**src/rtl/me_fetch_scheduler_pkg.sv**
```systemverilog
// Shared types and widths for the motion-estimation fetch scheduler.
package me_fetch_scheduler_pkg;

  localparam int CUR_W = 32;
  localparam int REF_W = 64;

  typedef enum logic [1:0] {
    IDLE  = 2'd0,
    ISSUE = 2'd1,
    DRAIN = 2'd2,
    DONE  = 2'd3
  } state_t;

  // Counter width that stays legal for a count of one.
  function automatic int cnt_w(input int n);
    return (n > 1) ? $clog2(n) : 1;
  endfunction

endpackage

```
**src/rtl/me_valid_delay.sv**
```systemverilog
// Delays the SRAM read strobe by the read latency so the data-valid lines up
// with the returning words; a flush drops every read still in flight.
module me_valid_delay #(
  parameter int DEPTH = 1
) (
  input  logic clk,
  input  logic rst_n,
  input  logic flush,
  input  logic valid_in,
  output logic valid_out,
  output logic pending
);

  localparam logic [DEPTH-1:0] OUT_BIT = DEPTH'(1) << (DEPTH - 1);

  logic [DEPTH-1:0] pipe;

  // NOTE: every register in this design is a plain flop (no RAM arrays), so
  // all of them are cleared by the asynchronous reset.
  always_ff @(posedge clk or negedge rst_n) begin
    if (!rst_n) begin
      pipe <= '0;
    end else if (flush) begin
      pipe <= '0;
    end else begin
      // NOTE: sequential state uses non-blocking assignments so every flop
      // samples the pre-edge value regardless of statement order.
      pipe <= DEPTH'({pipe, valid_in});
    end
  end

  assign valid_out = pipe[DEPTH-1];
  // Reads that will still emerge after the current output cycle.
  assign pending   = |(pipe & ~OUT_BIT);

endmodule

```
**src/rtl/me_fetch_scheduler.sv**
```systemverilog
// Issues one macroblock of paired current/reference SRAM reads and forwards the
// returning words to the ME input buffer with a latency-aligned valid strobe.
module me_fetch_scheduler
  import me_fetch_scheduler_pkg::*;
#(
  parameter int BEATS     = 64,
  parameter int CUR_WORDS = 64,
  parameter int READ_LAT  = 1,
  parameter int ADDR_W    = 10
) (
  input  logic              clk,
  input  logic              rst_n,
  input  logic              start_i,
  input  logic              abort_i,
  input  logic              stall_i,
  input  logic [ADDR_W-1:0] cur_base_i,
  input  logic [ADDR_W-1:0] ref_base_i,
  input  logic [CUR_W-1:0]  cur_rdata_i,
  input  logic [REF_W-1:0]  ref_rdata_i,
  output logic              rd_en_o,
  output logic [ADDR_W-1:0] cur_addr_o,
  output logic [ADDR_W-1:0] ref_addr_o,
  output logic              en_o,
  output logic [CUR_W-1:0]  cur_in_o,
  output logic [REF_W-1:0]  ref_in_o,
  output logic              busy_o,
  output logic              done_o
);

  localparam int BEAT_W    = cnt_w(BEATS);
  localparam int CUR_OFF_W = cnt_w(CUR_WORDS);

  state_t               state, next_state;
  logic                 fire;
  logic                 flush;
  logic                 last_beat;
  logic                 pending;
  logic [BEAT_W-1:0]    beat;
  logic [CUR_OFF_W-1:0] cur_off;
  logic [ADDR_W-1:0]    cur_base, ref_base;
  logic [ADDR_W-1:0]    cur_src, ref_src;

  assign last_beat = (beat == BEAT_W'(BEATS - 1));

  always_ff @(posedge clk or negedge rst_n) begin
    if (!rst_n) begin
      state <= IDLE;
    end else begin
      state <= next_state;
    end
  end

  // NOTE: defaults first, so no path through the case leaves an output
  // unassigned and infers a latch.
  always_comb begin
    next_state = state;
    fire       = 1'b0;
    flush      = 1'b0;
    case (state)
      IDLE: begin
        // abort_i is not looked at here: a simultaneous start wins.
        if (start_i) begin
          next_state = ISSUE;
          fire       = !stall_i;
        end
      end
      ISSUE: begin
        if (abort_i) begin
          next_state = IDLE;
          flush      = 1'b1;
        end else if (!stall_i) begin
          fire = 1'b1;
          if (last_beat) next_state = DRAIN;
        end
      end
      DRAIN: begin
        if (abort_i) begin
          next_state = IDLE;
          flush      = 1'b1;
        end else if (!rd_en_o && !pending) begin
          next_state = DONE;
        end
      end
      DONE: begin
        next_state = IDLE;
        flush      = abort_i;
      end
      default: next_state = IDLE;
    endcase
  end

  // The first beat is fired in the start cycle, before the bases are latched.
  assign cur_src = (state == IDLE) ? cur_base_i : cur_base;
  assign ref_src = (state == IDLE) ? ref_base_i : ref_base;

  always_ff @(posedge clk or negedge rst_n) begin
    if (!rst_n) begin
      rd_en_o    <= 1'b0;
      cur_addr_o <= '0;
      ref_addr_o <= '0;
      cur_base   <= '0;
      ref_base   <= '0;
      beat       <= '0;
      cur_off    <= '0;
    end else begin
      rd_en_o <= fire;
      if (state == IDLE && start_i) begin
        cur_base <= cur_base_i;
        ref_base <= ref_base_i;
      end
      if (fire) begin
        cur_addr_o <= cur_src + ADDR_W'(cur_off);
        ref_addr_o <= ref_src + ADDR_W'(beat);
        beat       <= last_beat ? '0 : beat + 1'b1;
        cur_off    <= (cur_off == CUR_OFF_W'(CUR_WORDS - 1)) ? '0 : cur_off + 1'b1;
      end else if (next_state == IDLE) begin
        beat    <= '0;
        cur_off <= '0;
      end
    end
  end

  me_valid_delay #(
    .DEPTH (READ_LAT)
  ) u_valid_delay (
    .clk       (clk),
    .rst_n     (rst_n),
    .flush     (flush),
    .valid_in  (rd_en_o),
    .valid_out (en_o),
    .pending   (pending)
  );

  assign cur_in_o = en_o ? cur_rdata_i : '0;
  assign ref_in_o = en_o ? ref_rdata_i : '0;
  assign busy_o   = (state != IDLE);
  assign done_o   = (state == DONE);

endmodule

```
**config.mk**
```make
export PLATFORM = sky130hd
export DESIGN_NAME = me_fetch_scheduler
export DESIGN_NICKNAME = d
export VERILOG_FILES = /design/src/rtl/me_fetch_scheduler_pkg.sv /design/src/rtl/me_valid_delay.sv /design/src/rtl/me_fetch_scheduler.sv
export SDC_FILE = /design/constraint.sdc
export NUM_CORES = 1
export LEC_CHECK = 0
export CORE_ASPECT_RATIO = 0.5
export CORE_MARGIN = 1
export CORE_UTILIZATION = 25
export DETAILED_ROUTE_END_ITERATION = 8
export GPL_TIMING_DRIVEN = 0
export MAX_ROUTING_LAYER = met4
export PLACE_DENSITY_LB_ADDON = 0.3
export REMOVE_ABC_BUFFERS = 1
export SLEW_MARGIN = 20
export SYNTH_ARGS = -nofsm -noshare
export SYNTH_HDL_FRONTEND = slang
export SYNTH_SLANG_ARGS = --single-unit
export TNS_END_PERCENT = 20
```
**constraint.sdc**
```tcl
create_clock -name clk -period 4.5 [get_ports clk]
set_input_delay 0.675 -clock clk [delete_from_list [all_inputs] [get_ports clk]]
set_output_delay 0.675 -clock clk [all_outputs]
set_load 0.01 [all_outputs]
```
==> flow_metrics.env <==
export IMPL_status="completed"
export IMPL_synth_edf_count=0
export IMPL_fin_crit_sh_pct=67.8
export IMPL_synth_compound_area_share_pct=12.6
export IMPL_start_kind="flip-flop"
export IMPL_placed_cells=823
export IMPL_grt_max_degree=51
export IMPL_fin_cells=831
export IMPL_cts_root_buf="clkbuf_16"
export IMPL_cp_num_buf_inv=1
export IMPL_antenna_found_initial=0
export IMPL_via_count=3632
export IMPL_cp_depth=9
export IMPL_r2r_cells=9
export IMPL_ys_warnings_count=0
export IMPL_worst_slew_pin_slew_ps=1090
export IMPL_wire_per_inst_um=13.8
export IMPL_die_y_um=88.9
export IMPL_utilization_pct=44.9
export IMPL_synthesis_area_um2=3780
export IMPL_grt_usage_pct=14.6
export IMPL_setup_tns_ps=0
export IMPL_p_seq_share_pct=35.8
export IMPL_hold_path_class="in -> async"
export IMPL_nets=769
export IMPL_htree_levels=2
export IMPL_cp_endpoint="ref_addr_o[8]"
export IMPL_cts_resized=0
export IMPL_cts_hold_buf=0
export IMPL_wirelength_um=11500
export IMPL_drt_first_pass_iters=4
export IMPL_total_power_w=0.00195
export IMPL_yosys_register_bits=56
export IMPL_synth_xor_area_share_pct=3.01
export IMPL_layout_min_cycle_time_ps=3050
export IMPL_finalHoldViolations=0
export IMPL_reg2reg_from="state[1]"
export IMPL_clkTransAtPathRegs_ps=70
export IMPL_fin_worst_skew_ps=2.95
export IMPL_grt_overflow=0
export IMPL_whs_ps=287
export IMPL_regToRegEndpoint="ref_addr_o[8]"
export IMPL_finalSetupViolCount=0
export IMPL_synth_fa_ha_area_share_pct=5.69
export IMPL_core_area_um2=14600
export IMPL_sw_frac_of_total_pct=30.3
export IMPL_critical_path_top_delay_family="compound AO/OA/AOI/OAI gates"
export IMPL_die_width_um=176
export IMPL_p_per_area_nw_per_um2=297
export IMPL_synth_distinct_cells=45
export IMPL_p_int_w=0.00136
export IMPL_antenna_cells=0
export IMPL_p_sw_w=0.000590
export IMPL_startpoint="state[1]"
export IMPL_rows=31
export IMPL_crit_path_top_delay_cell="dfrtp_1"
export IMPL_drt_iter0_markers=140
export IMPL_cts_tree="yes"
export IMPL_path_class="reg -> reg"
export IMPL_crit_arrival_ps=3260
export IMPL_dieArea_um2=15600
export IMPL_hpwl_um=8890
export IMPL_ir_drop_mv=0.184
export IMPL_clkPwrFrac_pct=22.8
export IMPL_max_clock_freq_mhz=328
export IMPL_cts_sinks=56
export IMPL_synth_top_family_by_area="simple AND/OR/NAND/NOR gates"
export IMPL_io_buffers=240
export IMPL_syn_inst=403
export IMPL_crit_chain="nor2_8, inv_6, mux2_2, ha_1, fa_1, a211oi_1, o21ai_0, and4_1, o31ai_1"
export IMPL_slew_headroom_pct=27.4
export IMPL_endpoint_kind="flip-flop"
export IMPL_routed_via_density=4.37
export IMPL_leakagePower_nw=2.71
export IMPL_path_max_fanout=19
export IMPL_insertion_delay_ps=290
export IMPL_maxCapViolCount=0
export IMPL_slew_viol_final=0
export IMPL_final_common_cell="clkdlybuf4s50_1"
export IMPL_grt_pass1_vias=3316
export IMPL_ff2ff_setup_slack_ps=1450
export IMPL_ant_nets=0
export IMPL_post_cts_buffers=0
export IMPL_drc=0
export IMPL_numCtsBuffers=5
export IMPL_area_delta_synth_final_pct=73.6
export IMPL_cp_required_ps=4700
export IMPL_ys_seq_area_share_pct=37.1
export IMPL_power_frac_comb_pct=41.4
export IMPL_avgSynthCellArea_um2=9.38
export IMPL_grt_pass1_wl_um=17700
export IMPL_synthArstFlopShare_pct=100
export IMPL_place_congestion=0.758
export IMPL_cts_path_max_buffers=2
export IMPL_worst_path_largest_cell_delay_ps=620
export IMPL_synth_area_mux_share_pct=11.8
export IMPL_final_layout_size_suffix_gt1_share_pct=9.00
export IMPL_start_util_pct=25.8
export IMPL_synth_simple_area_share_pct=26.6
export IMPL_mostFrequentLayoutCells="239 x clkdlybuf4s50_1, 98 x and2_1, 55 x dfrtp_1"
export IMPL_rsz0062_at_grt="false"
export IMPL_synth_ff_type="dfrtp_1"
export IMPL_ios=241
==> power groups by stage <==
stage          clock, W  combinational [W]  sequential (W)
2_1_floorplan         0           0.000347        0.000728
3_3_place_gp          0           0.000793        0.000711
3_5_place_dp          0           0.000818        0.000711
4_1_cts        0.000454           0.000822        0.000701
5_1_grt        0.000476           0.000887        0.000718
6_report       0.000444           0.000808        0.000698
==> routing by layer <==
metal	wire length (µm)	global-route usage [%]	vias to the layer above
li1	-	-	1837
met3	588	2.68	8
met4	112	3.16	0
met1	5140	18.1	1699
met5	0	-	-
met2	5630	25.0	88
==> worst min path at each step <==
stage	from	to	slack, ps	cells after the start
floorplan	rst_n	beat[0]	380	0
global placement	cur_addr_o[1]	cur_addr_o[1]	460	2
detailed placement	ref_addr_o[9]	ref_addr_o[9]	470	2
CTS	rst_n	cur_addr_o[1]	300	1
global route	rst_n	cur_addr_o[1]	310	1
finish	rst_n	cur_addr_o[1]	290	1
==> logic make-up (layout without fill, tap and decap cells) <==
logic type | after synthesis | in the layout
buf+inv | 23 | 253
compound gates | 76 | 76
flops | 56 | 56
fa+ha+maj | 16 | 16
simple gates | 179 | 179
mux | 40 | 40
xor+xnor | 13 | 13
==> area by class of cell <==
| type | count | area (µm²) |
|---|---|---|
| flip-flops and latches | 56 | 1400 |
| clock buffers | 6 | 129 |
| fillers | 1390 | 8060 |
| repair buffers | 243 | 2470 |
| inverters | 2 | 12.5 |
| clock inverters | 2 | 35.0 |
| multi-input cells | 324 | 2270 |
| well taps | 198 | 248 |
==> per-stage QoR <==
step           cell area (µm²)  setup WS (ps)
2_1_floorplan             3670           1810
3_5_place_dp              6400           1360
6_report                  6560           1450
4_1_cts                   6560           1420
3_3_place_gp              6320            500
5_1_grt                   6560           1160
==> flip-flops by register name, indices dropped and copies added, names as in the netlist <==
signal and flops:
ref_base 10, cur_off 6, beat 6, u_valid_delay.valid_out 1, cur_base 10, ref_addr_o 10, state 2, cur_addr_o 10
rd_en_o 1
==> Yosys cell counts (all sizes together), types with 3 or more instances <==
cell type / count / area (µm²)
and2: 98 / 613
dfrtp: 56 / 1400
nand2: 45 / 169
o21ai: 36 / 184
mux2: 34 / 387
ha: 14 / 175
nor2: 13 / 72.6
clkbuf: 11 / 41.3
a211oi: 10 / 75.1
buf: 10 / 63.8
xnor2: 8 / 70.1
a21oi: 7 / 35.0
o31ai: 7 / 62.6
a21o: 6 / 45.0
mux2i: 6 / 60.1
and3: 5 / 31.3
xor2: 5 / 43.8
o211ai: 4 / 30.0
or2: 4 / 25.0
nand4: 3 / 18.8
(Power assumes the default switching activity.)
